`src/rtl/sgd_tree_scheduler_if.sv`:
```
// Requester beat and result handshakes for sgd_tree_scheduler.
// Slave side is the scheduler; master side is the requesters plus result consumer.
interface sgd_tree_scheduler_if #(
   parameter int NUM_REQ    = 4,
   parameter int TREE_WIDTH = 8,
   parameter int ID_W       = $clog2(NUM_REQ)
);
   logic [NUM_REQ-1:0]                  req_valid;
   logic [NUM_REQ-1:0]                  req_ready;
   logic [NUM_REQ-1:0][TREE_WIDTH-1:0][31:0] req_data;
   logic [31:0]                         res_data;
   logic [ID_W-1:0]                     res_id;
   logic                                res_valid;
   logic                                res_ready;

   modport master (
      output req_valid, req_data, res_ready,
      input  req_ready, res_data, res_id, res_valid
   );

   modport slave (
      input  req_valid, req_data, res_ready,
      output req_ready, res_data, res_id, res_valid
   );
endinterface

```
`src/rtl/sgd_tree_scheduler.sv`:
```
// Round-robin sharing of one adder tree between bank requesters,
// with per-requester accumulation and a credited result FIFO.
module sgd_tree_scheduler #(
   parameter int NUM_REQ        = 4,
   parameter int TREE_WIDTH     = 8,
   parameter int TREE_LATENCY   = 2,
   parameter int RES_FIFO_DEPTH = 4,
   parameter int ID_W           = $clog2(NUM_REQ)
) (
   input  logic                       clk,
   input  logic                       rst_n,
   input  logic [15:0]                cfg_num_beats,
   sgd_tree_scheduler_if.slave        bus,
   output logic [TREE_WIDTH-1:0][31:0] tree_in,
   output logic                       tree_in_valid,
   input  logic [31:0]                tree_out,
   input  logic                       tree_out_valid,
   output logic                       busy,
   output logic                       err_orphan
);
   localparam int TD  = TREE_LATENCY + 2;
   localparam int TAW = $clog2(TD);
   localparam int TCW = $clog2(TD + 1);
   localparam int RAW = $clog2(RES_FIFO_DEPTH);
   localparam int RCW = RAW + 1;

   typedef struct packed {
      logic [ID_W-1:0] id;
      logic            first;
      logic            last;
   } tag_t;

   typedef struct packed {
      logic [ID_W-1:0] id;
      logic [31:0]     data;
   } res_t;

   logic [ID_W-1:0]  ptr_q, ptr_d;
   logic [15:0]      beat_cnt_q [NUM_REQ];
   logic [15:0]      beat_cnt_d [NUM_REQ];
   logic [31:0]      acc_q [NUM_REQ];
   logic [31:0]      acc_d [NUM_REQ];
   logic [RCW-1:0]   lif_q, lif_d;
   tag_t             tag_mem_q [TD];
   tag_t             tag_mem_d [TD];
   logic [TAW-1:0]   tag_wr_q, tag_wr_d;
   logic [TAW-1:0]   tag_rd_q, tag_rd_d;
   logic [TCW-1:0]   tag_cnt_q, tag_cnt_d;
   res_t             res_mem_q [RES_FIFO_DEPTH];
   res_t             res_mem_d [RES_FIFO_DEPTH];
   logic [RAW-1:0]   res_wr_q, res_wr_d;
   logic [RAW-1:0]   res_rd_q, res_rd_d;
   logic [RCW-1:0]   res_cnt_q, res_cnt_d;
   logic [TREE_WIDTH-1:0][31:0] tree_in_q, tree_in_d;
   logic             tree_in_valid_q, tree_in_valid_d;
   logic             err_q, err_d;

   logic [15:0]        nb;
   logic [NUM_REQ-1:0] is_last;
   logic               credit_ok;
   logic               found;
   logic               xfer;
   logic               cnt_open;
   logic [ID_W-1:0]    gnt_id;
   logic [ID_W-1:0]    cand;
   tag_t               cur_tag;
   logic [31:0]        sum;
   logic               tag_pop;
   logic               res_push;
   logic               res_pop;

   // Last beats need a guaranteed FIFO slot; other beats always flow.
   always_comb begin : arb
      nb        = (cfg_num_beats == 16'd0) ? 16'd1 : cfg_num_beats;
      credit_ok = (int'(res_cnt_q) + int'(lif_q)) < RES_FIFO_DEPTH;
      cnt_open  = 1'b0;
      is_last   = '0;
      for (int i = 0; i < NUM_REQ; i++) begin
         is_last[i] = beat_cnt_q[i] == nb - 16'd1;
         cnt_open   = cnt_open | (beat_cnt_q[i] != 16'd0);
      end
      found  = 1'b0;
      gnt_id = '0;
      cand   = '0;
      for (int k = 0; k < NUM_REQ; k++) begin
         cand = ID_W'((int'(ptr_q) + k) % NUM_REQ);
         if (!found && bus.req_valid[cand] &&
             (!is_last[cand] || credit_ok)) begin
            found  = 1'b1;
            gnt_id = cand;
         end
      end
      xfer          = found & rst_n;
      bus.req_ready = '0;
      if (xfer) bus.req_ready[gnt_id] = 1'b1;
   end

   always_comb begin : nxt
      ptr_d           = ptr_q;
      beat_cnt_d      = beat_cnt_q;
      acc_d           = acc_q;
      tag_mem_d       = tag_mem_q;
      tag_wr_d        = tag_wr_q;
      tag_rd_d        = tag_rd_q;
      res_mem_d       = res_mem_q;
      res_wr_d        = res_wr_q;
      res_rd_d        = res_rd_q;
      tree_in_d       = tree_in_q;
      tree_in_valid_d = xfer;
      err_d           = err_q;
      cur_tag         = tag_mem_q[tag_rd_q];
      tag_pop         = tree_out_valid && (tag_cnt_q != '0);
      sum             = cur_tag.first ? tree_out
                                      : acc_q[cur_tag.id] + tree_out;
      res_push        = tag_pop & cur_tag.last;
      res_pop         = bus.res_valid & bus.res_ready;
      if (tree_out_valid && (tag_cnt_q == '0)) err_d = 1'b1;
      if (xfer) begin
         tree_in_d  = bus.req_data[gnt_id];
         ptr_d      = (int'(gnt_id) == NUM_REQ - 1) ? '0 : gnt_id + 1'b1;
         beat_cnt_d[gnt_id] = is_last[gnt_id] ? 16'd0
                                              : beat_cnt_q[gnt_id] + 16'd1;
         tag_mem_d[tag_wr_q] = '{id:    gnt_id,
                                 first: beat_cnt_q[gnt_id] == 16'd0,
                                 last:  is_last[gnt_id]};
         tag_wr_d = (int'(tag_wr_q) == TD - 1) ? '0 : tag_wr_q + 1'b1;
      end
      if (tag_pop) begin
         acc_d[cur_tag.id] = sum;
         tag_rd_d = (int'(tag_rd_q) == TD - 1) ? '0 : tag_rd_q + 1'b1;
      end
      tag_cnt_d = tag_cnt_q + TCW'(xfer) - TCW'(tag_pop);
      if (res_push) begin
         res_mem_d[res_wr_q] = '{id: cur_tag.id, data: sum};
         res_wr_d = res_wr_q + 1'b1;
      end
      if (res_pop) res_rd_d = res_rd_q + 1'b1;
      res_cnt_d = res_cnt_q + RCW'(res_push) - RCW'(res_pop);
      lif_d     = lif_q + RCW'(xfer & is_last[gnt_id]) - RCW'(res_push);
   end

   always_ff @(posedge clk) begin
      if (!rst_n) begin
         ptr_q           <= '0;
         lif_q           <= '0;
         tag_wr_q        <= '0;
         tag_rd_q        <= '0;
         tag_cnt_q       <= '0;
         res_wr_q        <= '0;
         res_rd_q        <= '0;
         res_cnt_q       <= '0;
         tree_in_q       <= '0;
         tree_in_valid_q <= 1'b0;
         err_q           <= 1'b0;
         for (int i = 0; i < NUM_REQ; i++) begin
            beat_cnt_q[i] <= '0;
            acc_q[i]      <= '0;
         end
      end else begin
         ptr_q           <= ptr_d;
         lif_q           <= lif_d;
         tag_wr_q        <= tag_wr_d;
         tag_rd_q        <= tag_rd_d;
         tag_cnt_q       <= tag_cnt_d;
         res_wr_q        <= res_wr_d;
         res_rd_q        <= res_rd_d;
         res_cnt_q       <= res_cnt_d;
         tree_in_q       <= tree_in_d;
         tree_in_valid_q <= tree_in_valid_d;
         err_q           <= err_d;
         beat_cnt_q      <= beat_cnt_d;
         acc_q           <= acc_d;
      end
   end

   // Storage only; validity is carried by the pointers and counts.
   always_ff @(posedge clk) begin
      tag_mem_q <= tag_mem_d;
      res_mem_q <= res_mem_d;
   end

   assign tree_in       = tree_in_q;
   assign tree_in_valid = tree_in_valid_q;
   assign err_orphan    = err_q;
   assign bus.res_valid = rst_n & (res_cnt_q != '0);
   assign bus.res_data  = bus.res_valid ? res_mem_q[res_rd_q].data : '0;
   assign bus.res_id    = bus.res_valid ? res_mem_q[res_rd_q].id : '0;
   assign busy = rst_n & ((tag_cnt_q != '0) | tree_in_valid_q | cnt_open |
                          (lif_q != '0) | (res_cnt_q != '0));
endmodule

```
`src/flat_wrapper.sv`:
```
// flat-port wrapper written by rule: the top's interface ports become plain ports
module sgd_tree_scheduler_flat 
#(
   parameter int NUM_REQ        = 4,
   parameter int TREE_WIDTH     = 8,
   parameter int TREE_LATENCY   = 2,
   parameter int RES_FIFO_DEPTH = 4,
   parameter int ID_W           = $clog2(NUM_REQ)
)
  (clk, rst_n, cfg_num_beats, tree_in, tree_in_valid, tree_out, tree_out_valid, busy, err_orphan, bus_req_valid, bus_req_data, bus_res_ready, bus_req_ready, bus_res_data, bus_res_id, bus_res_valid);
  sgd_tree_scheduler_if #(.NUM_REQ(NUM_REQ), .TREE_WIDTH(TREE_WIDTH), .ID_W(ID_W)) bus_i ();
  input  logic clk;
  input  logic rst_n;
  input  logic [15:0] cfg_num_beats;
  output logic [TREE_WIDTH-1:0][31:0] tree_in;
  output logic tree_in_valid;
  input  logic [31:0] tree_out;
  input  logic tree_out_valid;
  output logic busy;
  output logic err_orphan;
  input wire logic [$bits(bus_i.req_valid)-1:0] bus_req_valid;
  input wire logic [$bits(bus_i.req_data)-1:0] bus_req_data;
  input wire logic [$bits(bus_i.res_ready)-1:0] bus_res_ready;
  output wire logic [$bits(bus_i.req_ready)-1:0] bus_req_ready;
  output wire logic [$bits(bus_i.res_data)-1:0] bus_res_data;
  output wire logic [$bits(bus_i.res_id)-1:0] bus_res_id;
  output wire logic [$bits(bus_i.res_valid)-1:0] bus_res_valid;
  assign bus_i.req_valid = bus_req_valid;
  assign bus_i.req_data = bus_req_data;
  assign bus_i.res_ready = bus_res_ready;
  assign bus_req_ready = bus_i.req_ready;
  assign bus_res_data = bus_i.res_data;
  assign bus_res_id = bus_i.res_id;
  assign bus_res_valid = bus_i.res_valid;
  sgd_tree_scheduler #(.NUM_REQ(NUM_REQ), .TREE_WIDTH(TREE_WIDTH), .TREE_LATENCY(TREE_LATENCY), .RES_FIFO_DEPTH(RES_FIFO_DEPTH), .ID_W(ID_W)) u_core (.clk(clk), .rst_n(rst_n), .cfg_num_beats(cfg_num_beats), .bus(bus_i), .tree_in(tree_in), .tree_in_valid(tree_in_valid), .tree_out(tree_out), .tree_out_valid(tree_out_valid), .busy(busy), .err_orphan(err_orphan));
endmodule
```
`config.mk`:
```
export PLATFORM = sky130hd
export DESIGN_NAME = sgd_tree_scheduler_flat
export DESIGN_NICKNAME = d
export VERILOG_FILES = /design/src/rtl/sgd_tree_scheduler_if.sv /design/src/rtl/sgd_tree_scheduler.sv /design/src/flat_wrapper.sv
export SDC_FILE = /design/constraint.sdc
export NUM_CORES = 2
export LEC_CHECK = 0
export CAP_MARGIN = 20
export CORE_AREA = 2 2 534 536
export DETAILED_ROUTE_END_ITERATION = 7
export DIE_AREA = 0 0 536 538
export SLEW_MARGIN = 20
export SYNTH_ARGS = -nofsm -noshare
export SYNTH_HDL_FRONTEND = slang
export SYNTH_SLANG_ARGS = --single-unit
```
`constraint.sdc`:
```
create_clock -name clk -period 22.7 [get_ports clk]
set_input_delay 2.27 -clock clk [delete_from_list [all_inputs] [get_ports clk]]
set_output_delay 2.27 -clock clk [all_outputs]
set_load 0.05 [all_outputs]
```
# == After elaboration in Yosys (flattened, before gate mapping) ==
# Index checks and enable logic that the tools add are counted.
# totals
ram_bits,0
inputBits,1080
word_cells,205
romBits,0
memories,0
ff_bits,621
latchBits,0
out_inout_bits,298
# op_classes
add_sub_neg,18
mul,0
n_eq_ne,7
order_cmp,17
n_shift,0
bitwise,19
div,0
reduce_logical,35
mux,63
# ops
operator,count
$bmux 256 s2,1
$mux 256,1
$mux 32,5
$bwmux 136,1
$bwmux 128,1
$mux 34,3
$mux 16,5
$bmux 34 s2,1
$demux 34 s2,1
$bmux 32 s2,1
$bwmux 64,1
$demux 32 s2,1
$eq 16x16->1,4
$reduce_bool 16->1,4
$add 32x32->32,1
$bmux 16 s2,1
$demux 16 s2,1
$logic_not 16->1,2
$lt 32x4->1 const B,1
$bmux 1 s2,9
$ge 3x3->1 const B,6
$not 2->3,6
$add 16x1->16 const B,1
$bwmux 16,1
24 further kinds,100

# == Depth between registers and ports, before layout ==
# logic_depth
ltp_word,29
depth_mapped,31
depth_no_buf,25

# == Worst setup path before layout ==
# No wires, ideal clock.
# synth_timing
path_type,input-to-output
start,input cfg_num_beats[13]
end,output bus_req_ready[1]
path_stages,25
t_required_ps,20430
path_buffers,7
slack_ps,12125
arrival_time_ps,8305
cell_sequence,buf_6 > or4_1 > buf_2 > nor4_4 > a21o_1 > inv_1 > ha_1 > clkbuf_1 > xnor2_1 > a221oi_1 > o221ai_1 > or4_1 > nor4_2 > and4_1 > nor3_1 > or3_1 > mux2_2 > o21ai_4 > buf_2 > clkbuf_1 > clkbuf_1 > clkbuf_1 > ha_1 > nand2_1 > inv_1
# synth_between
elab_chain_len,27
word_cells_on_any_way,48
classes_between,add/sub: 1; order compare: 2; eq/ne: 4; mux: 20; bitwise: 1; reduce/logical: 20
# synth_rtl
item,line_no,text
"start, declared",flat_wrapper.sv:14,input logic [15:0] cfg_num_beats;
$logic_not 16->1,sgd_tree_scheduler.sv:74,nb = (cfg_num_beats == 16'd0) ? 16'd1 : cfg_num_beats;
$mux 16 (*),sgd_tree_scheduler.sv:74,
$sub 16x1->16 (*),sgd_tree_scheduler.sv:79,is_last[i] = beat_cnt_q[i] == nb - 16'd1;
$eq 16x16->1,sgd_tree_scheduler.sv:79,
$bmux 1 s2,sgd_tree_scheduler.sv:88,(!is_last[cand] || credit_ok)) begin
$mux 1 (implied by the code),sgd_tree_scheduler.sv:88,
$logic_not 1->1,sgd_tree_scheduler.sv:88,
$logic_or 1x1->1,sgd_tree_scheduler.sv:88,
[... 11 more ...],--,
$logic_and 1x1->1 (2 in a row),sgd_tree_scheduler.sv:87,if (!found && bus.req_valid[cand] &&
$mux 2 (*),sgd_tree_scheduler.sv:87,
net u_core.gnt_id[0],sgd_tree_scheduler.sv:64,logic [ID_W-1:0] gnt_id;
$lt 2x3->1 (implied by the code) or $ge 2x1->1 (tied branches),sgd_tree_scheduler.sv:95,if (xfer) bus.req_ready[gnt_id] = 1'b1;
$logic_and 1x1->1 (implied by the code),sgd_tree_scheduler.sv:95,
$mux 1 (implied by the code),sgd_tree_scheduler.sv:95,
$demux 1 s2 (*),--,
$mux 4 (*),sgd_tree_scheduler.sv:95,
"end, declared",flat_wrapper.sv:24,output wire logic [$bits(bus_i.req_ready)-1:0] bus_req_ready;
# Mark *: on every way through the listed nets, which the timed path passes. The rest lies on a longest branch. The select of a mux whose other input is x is not followed.

# == Worst setup path after layout ==
# layout_timing
start,input cfg_num_beats[4]
end,output bus_req_ready[0]
# layout_between
elab_chain_len,27
word_cells_on_any_way,48
classes_between,add/sub: 1; order compare: 2; eq/ne: 4; mux: 20; bitwise: 1; reduce/logical: 20
# layout_rtl
item,line_no
$logic_not 16->1,sgd_tree_scheduler.sv:74
$mux 16 (*),sgd_tree_scheduler.sv:74
$sub 16x1->16 (*),sgd_tree_scheduler.sv:79
$eq 16x16->1,sgd_tree_scheduler.sv:79
$bmux 1 s2,sgd_tree_scheduler.sv:88
$mux 1 (implied by the code),sgd_tree_scheduler.sv:88
$logic_not 1->1,sgd_tree_scheduler.sv:88
$logic_or 1x1->1,sgd_tree_scheduler.sv:88
[... 10 more ...],--
$logic_not 1->1,sgd_tree_scheduler.sv:87
$logic_and 1x1->1 (2 in a row),sgd_tree_scheduler.sv:87
$mux 2,sgd_tree_scheduler.sv:87
$lt 2x3->1 (implied by the code) or $ge 2x1->1 (tied branches),sgd_tree_scheduler.sv:95
$logic_and 1x1->1 (implied by the code),sgd_tree_scheduler.sv:95
$mux 1 (implied by the code),sgd_tree_scheduler.sv:95
$demux 1 s2,--
$mux 4 (*),sgd_tree_scheduler.sv:95
# Every way passes the cells marked *; elsewhere a longest branch is shown, timed or not. The select of a mux whose other input is x is not followed.

==> run_summary.xml <==
<?xml version="1.0" encoding="UTF-8"?>
<metrics>
  <group name="run_status">
    <metric name="status" unit="">complete, no violations</metric>
  </group>
  <group name="power_and_ir_drop">
    <metric name="total_leakage_power" unit="nW">21.45</metric>
    <metric name="comb_power_share" unit="">0.612</metric>
    <metric name="p_switching" unit="mW">4.269</metric>
    <metric name="cell_internal_pwr" unit="mW">3.760</metric>
    <metric name="power_frac_seq" unit="">0.214</metric>
    <metric name="post_route_total_power" unit="mW">8.029</metric>
    <metric name="pwr-share-clk" unit="">0.175</metric>
    <metric name="switching_share" unit="">0.5316</metric>
    <metric name="peakVddDrop" unit="uV">83.55</metric>
    <metric name="pwr_density_cell" unit="nW/um^2">138.3</metric>
  </group>
  <group name="placement">
    <metric name="port-buffer-count" unit="">1377</metric>
    <metric name="placed_area" unit="um^2">54910</metric>
    <metric name="place_hpwl" unit="mm">244.6</metric>
    <metric name="final_replace_weighted_congestion" unit="">1.010</metric>
    <metric name="pre_cts_ws" unit="ns">9.527</metric>
    <metric name="place.detailed.instances" unit="">9581</metric>
  </group>
  <group name="cells_and_area">
    <metric name="final_area" unit="um^2">58060</metric>
    <metric name="area_delta_synth_final" unit="%">54.86</metric>
    <metric name="final_nets" unit="">7042</metric>
    <metric name="layout.core_utilization" unit="">0.2050</metric>
    <metric name="layout-drive-gt1-share" unit="">0.05562</metric>
    <metric name="instances_no_fill" unit="">9862</metric>
  </group>
  <group name="cts">
    <metric name="clkSlewWorstSetupHoldPaths" unit="ns">0.05</metric>
    <metric name="post_cts_resize_count" unit="">0</metric>
    <metric name="cts_hold_buffers" unit="">0</metric>
    <metric name="root_buffer" unit="">sky130_fd_sc_hd__clkbuf_16</metric>
    <metric name="num_cts_buffers" unit="">82</metric>
    <metric name="clock_insertion_delay_worst_skew" unit="ns">0.76</metric>
    <metric name="tritoncts_num_sinks" unit="">621</metric>
    <metric name="cts_htree_levels" unit="">3</metric>
    <metric name="clk_path_buf_depth" unit="">3</metric>
    <metric name="cts_setup_buffers" unit="">0</metric>
    <metric name="cts_tree" unit="">yes</metric>
  </group>
  <group name="global_routing">
    <metric name="grt_start_max_net_pins" unit="">99</metric>
    <metric name="number_of_antenna_violations_at_the_first_check_in_global_routing" unit="">237</metric>
    <metric name="grt_usage" unit="">0.1932</metric>
    <metric name="grt_pass1_vias" unit="">39000</metric>
    <metric name="gr-total-overflow" unit="">0</metric>
    <metric name="wire_length_of_the_first_global_routing_pass" unit="mm">373.0</metric>
  </group>
  <group name="setup_path">
    <metric name="critical_path_source_type" unit="">input pin</metric>
    <metric name="worst-endpoint-arrival" unit="ns">10.97</metric>
    <metric name="element_type_at_the_critical_path_end" unit="">primary output</metric>
    <metric name="worstPathRequired" unit="ns">20.43</metric>
    <metric name="timing.critical_path.fanout_max" unit="">62</metric>
    <metric name="timing_worst_setup_path_type" unit="">input pin to primary output</metric>
  </group>
  <group name="floorplan">
    <metric name="placement_rows" unit="">196</metric>
    <metric name="design.portCount" unit="">1378</metric>
    <metric name="fp.dieW" unit="um">536</metric>
    <metric name="core_area" unit="um^2">283200</metric>
    <metric name="die_height" unit="um">538</metric>
    <metric name="initial_utilization" unit="">0.1324</metric>
    <metric name="area_of_the_die" unit="um^2">288400</metric>
  </group>
  <group name="timing">
    <metric name="clock.fmax" unit="MHz">75.51</metric>
    <metric name="timing.final.setup_violations" unit="">0</metric>
    <metric name="fin_ws" unit="ns">9.456</metric>
    <metric name="finalMaxSlewViolations" unit="">0</metric>
    <metric name="finalHoldViolations" unit="">0</metric>
    <metric name="worst_slew_margin_relative_to_its_limit" unit="">0.1925</metric>
    <metric name="min_period_over_period" unit="">0.5834</metric>
    <metric name="setup_repair_after_global_routing_missed_its_margin" unit="">false</metric>
    <metric name="sum_of_negative_setup_slack" unit="ns">0</metric>
    <metric name="holdWs" unit="ns">0.4598</metric>
    <metric name="slew_at_the_pin_closest_to_its_max_slew_limit" unit="ns">1.207</metric>
    <metric name="worst_clock_skew" unit="ns">0.07580</metric>
    <metric name="post-route-min-period" unit="ns">13.24</metric>
  </group>
  <group name="yosys">
    <metric name="synthesis.nets" unit="">5904</metric>
    <metric name="synth-edff-count" unit="">152</metric>
    <metric name="avg_synthesized_cell_area" unit="um^2">7.868</metric>
    <metric name="netlist.area_leader.share" unit="">0.2504</metric>
    <metric name="syn_inst" unit="">4765</metric>
    <metric name="ys_async_sr_fraction" unit="">0</metric>
    <metric name="proportion_of_synthesized_chip_area_in_sequential_cells" unit="">0.3722</metric>
    <metric name="synth_ff_type" unit="">sky130_fd_sc_hd__dfxtp_1</metric>
    <metric name="synthDominantAreaCellType" unit="">sky130_fd_sc_hd__dfxtp_1</metric>
    <metric name="yosys_warnings" unit="">0</metric>
    <metric name="synthTopCellsByArea" unit="">sky130_fd_sc_hd__dfxtp_1, sky130_fd_sc_hd__edfxtp_1, sky130_fd_sc_hd__nand2_1, sky130_fd_sc_hd__nor2_1, sky130_fd_sc_hd__a21boi_0</metric>
    <metric name="synth_cell_types" unit="">111</metric>
    <metric name="ff_latch_count_synth" unit="">621</metric>
    <metric name="synth_area" unit="um^2">37490</metric>
  </group>
  <group name="route">
    <metric name="drt_iter0_markers" unit="">4043</metric>
    <metric name="drc_errors" unit="">0</metric>
    <metric name="via_per_inst" unit="">4.259</metric>
    <metric name="drt.antenna.violating_nets" unit="">0</metric>
    <metric name="drt_pass_1_iters" unit="">6</metric>
    <metric name="totalWireLength" unit="mm">292.0</metric>
    <metric name="via_count" unit="">42000</metric>
    <metric name="routed_wire_length_per_instance" unit="um">29.61</metric>
  </group>
  <group name="hold_path">
    <metric name="min_path_type" unit="">flop to flop</metric>
  </group>
  <group name="flow_run">
    <metric name="cap_violations" unit="">0</metric>
  </group>
</metrics>
==> logic make-up (layout without fill, tap and decap cells) <==
family,count (synthesis),in the layout,share of synthesized area
AO/OA/AOI/OAI,924,924,0.1886
XOR/XNOR,100,100,0.02763
adder cells (fa/ha/maj),59,59,0.02049
buffers and inverters,456,1660,0.04743
flip-flops,621,621,0.3722
multiplexers,120,120,0.05587
other,0,131,0
AND/OR/NAND/NOR,2485,2485,0.2878
==> sequential cells by signal (all words and copies together), names as in the netlist, 3 cells and up <==
register,count
u_core.beat_cnt_q,64
u_core.tag_mem_q,16
u_core.res_cnt_q,3
u_core.acc_q,128
u_core.tree_in,256
u_core.res_mem_q,136
u_core.lif_q,3
u_core.tag_cnt_q,3
==> worst max-delay path, stage by stage <==
cell and delay (ns):
sky130_fd_sc_hd__clkdlybuf4s50_1 0.91, sky130_fd_sc_hd__or3_1 0.77, sky130_fd_sc_hd__nor4_4 0.70, sky130_fd_sc_hd__a21o_1 0.31
sky130_fd_sc_hd__inv_1 0.06, sky130_fd_sc_hd__ha_1 0.42, sky130_fd_sc_hd__or4b_1 0.42, sky130_fd_sc_hd__nor2_2 0.16
sky130_fd_sc_hd__a32o_1 0.27, sky130_fd_sc_hd__or4_1 0.54, sky130_fd_sc_hd__nor4_2 0.38, sky130_fd_sc_hd__and4_1 0.28
sky130_fd_sc_hd__nor3_1 0.15, sky130_fd_sc_hd__o21bai_1 0.22, sky130_fd_sc_hd__and3_1 0.30, sky130_fd_sc_hd__nor2_8 0.39
sky130_fd_sc_hd__buf_4 0.64, sky130_fd_sc_hd__inv_8 0.30, sky130_fd_sc_hd__ha_1 0.32, sky130_fd_sc_hd__nand2_1 0.22
sky130_fd_sc_hd__inv_1 0.15, sky130_fd_sc_hd__clkdlybuf4s50_1 0.73
==> final timing paths <==
kind | start | end | slack (ns) | cells after the start
worst min register to register | u_core.tree_in[185] | u_core.tree_in[185] | 0.46 | 2
worst min-delay path | u_core.tree_in[185] | u_core.tree_in[185] | 0.46 | 2
worst max-delay path | cfg_num_beats[4] | bus_req_ready[0] | 9.46 | 22
worst max register to register | u_core.beat_cnt_q[1] | u_core.tree_in[12] | 14.88 | 17
==> synthesized netlist by cell type, types with 5 or more instances <==
| library cell | count |
|---|---|
| sky130_fd_sc_hd__a311oi_1 | 6 |
| sky130_fd_sc_hd__o221ai_1 | 6 |
| sky130_fd_sc_hd__xnor2_1 | 59 |
| sky130_fd_sc_hd__nor4_1 | 32 |
| sky130_fd_sc_hd__o2111a_1 | 5 |
| sky130_fd_sc_hd__nand3_1 | 318 |
| sky130_fd_sc_hd__a22o_1 | 18 |
| sky130_fd_sc_hd__nor3b_1 | 22 |
| sky130_fd_sc_hd__and2_1 | 66 |
| sky130_fd_sc_hd__o21ai_0 | 64 |
| sky130_fd_sc_hd__or4_1 | 12 |
| sky130_fd_sc_hd__nand3b_1 | 8 |
| sky130_fd_sc_hd__edfxtp_1 | 152 |
| sky130_fd_sc_hd__mux4_2 | 70 |
| sky130_fd_sc_hd__nor3_1 | 35 |
| sky130_fd_sc_hd__xnor3_1 | 10 |
| sky130_fd_sc_hd__or3_1 | 16 |
| sky130_fd_sc_hd__a21boi_0 | 271 |
| sky130_fd_sc_hd__nand4_1 | 23 |
| sky130_fd_sc_hd__and3_1 | 16 |
| sky130_fd_sc_hd__or2_2 | 5 |
| sky130_fd_sc_hd__inv_1 | 72 |
| sky130_fd_sc_hd__buf_2 | 9 |
| sky130_fd_sc_hd__a21oi_1 | 50 |
| sky130_fd_sc_hd__buf_1 | 32 |
| sky130_fd_sc_hd__o211ai_1 | 268 |
| sky130_fd_sc_hd__a21o_1 | 8 |
| sky130_fd_sc_hd__clkbuf_1 | 332 |
| sky130_fd_sc_hd__o211a_1 | 94 |
| sky130_fd_sc_hd__o2bb2ai_1 | 39 |
| sky130_fd_sc_hd__nor2b_1 | 19 |
| sky130_fd_sc_hd__a22oi_1 | 6 |
| sky130_fd_sc_hd__nand2_1 | 953 |
| sky130_fd_sc_hd__a211oi_1 | 10 |
| sky130_fd_sc_hd__dfxtp_1 | 469 |
| sky130_fd_sc_hd__o21ai_1 | 12 |
| sky130_fd_sc_hd__nor2_1 | 899 |
| sky130_fd_sc_hd__o2111ai_1 | 11 |
| sky130_fd_sc_hd__nand2b_1 | 12 |
| sky130_fd_sc_hd__mux2i_1 | 44 |
| sky130_fd_sc_hd__xor2_1 | 29 |
| sky130_fd_sc_hd__ha_1 | 55 |
| sky130_fd_sc_hd__buf_6 | 5 |
==> placed cells by master, fill, tap and decap left out, types with 13 or more instances in the layout <==
cell type and instances:
sky130_fd_sc_hd__ha_1 55, sky130_fd_sc_hd__a21boi_0 271, sky130_fd_sc_hd__a21oi_1 50, sky130_fd_sc_hd__or3_1 15, sky130_fd_sc_hd__diode_2 131, sky130_fd_sc_hd__edfxtp_1 152
sky130_fd_sc_hd__mux2i_1 44, sky130_fd_sc_hd__nand4_1 23, sky130_fd_sc_hd__nor3b_1 22, sky130_fd_sc_hd__o2bb2ai_1 39, sky130_fd_sc_hd__nor3_1 33, sky130_fd_sc_hd__o211ai_1 268
sky130_fd_sc_hd__clkbuf_1 15, sky130_fd_sc_hd__nor2_1 899, sky130_fd_sc_hd__clkbuf_16 83, sky130_fd_sc_hd__a22o_1 18, sky130_fd_sc_hd__nor2b_1 18, sky130_fd_sc_hd__nand3_1 318
sky130_fd_sc_hd__o21ai_0 64, sky130_fd_sc_hd__and3_1 16, sky130_fd_sc_hd__o211a_1 94, sky130_fd_sc_hd__dfxtp_1 468, sky130_fd_sc_hd__and2_1 66, sky130_fd_sc_hd__nand2_1 953
sky130_fd_sc_hd__nor4_1 32, sky130_fd_sc_hd__xnor2_1 59, sky130_fd_sc_hd__buf_4 71, sky130_fd_sc_hd__mux4_2 70, sky130_fd_sc_hd__inv_1 72, sky130_fd_sc_hd__xor2_1 29
sky130_fd_sc_hd__clkinv_2 13, sky130_fd_sc_hd__clkdlybuf4s50_1 1361
==> power groups by stage <==
stage                     logic [mW]  registers (mW)  clock network [mW]
after detailed placement        4.90            1.73                   0
after floorplan                 2.24            2.32                   0
after CTS                       4.92            1.71                1.44
after global routing            5.23            1.74                1.47
final                           4.91            1.72                1.40
after global placement          4.90            1.72                   0
==> area by class of cell <==
cell class	instances	area, um^2
tap	3762	4707
antenna	131	327.8
inverter	76	295.3
sequential	621	13950
clock buffer	109	2285
timing repair buffer	1434	14180
fill	31800	225200
multi-input combinational	3688	21780
clock inverter	41	534.3
==> routing by layer <==
layer  part of all wire  vias up  routed length [um]  track usage
met5             0.0021        -                 621      0.02664
li1                   -    19050                   -            -
met1               0.40    20140              118000       0.2363
met3               0.11      509               32670      0.07761
met4              0.042       56               12340      0.07820
met2               0.44     2246              128400       0.2973
No activity file was read; power rests on OpenSTA's default activity.
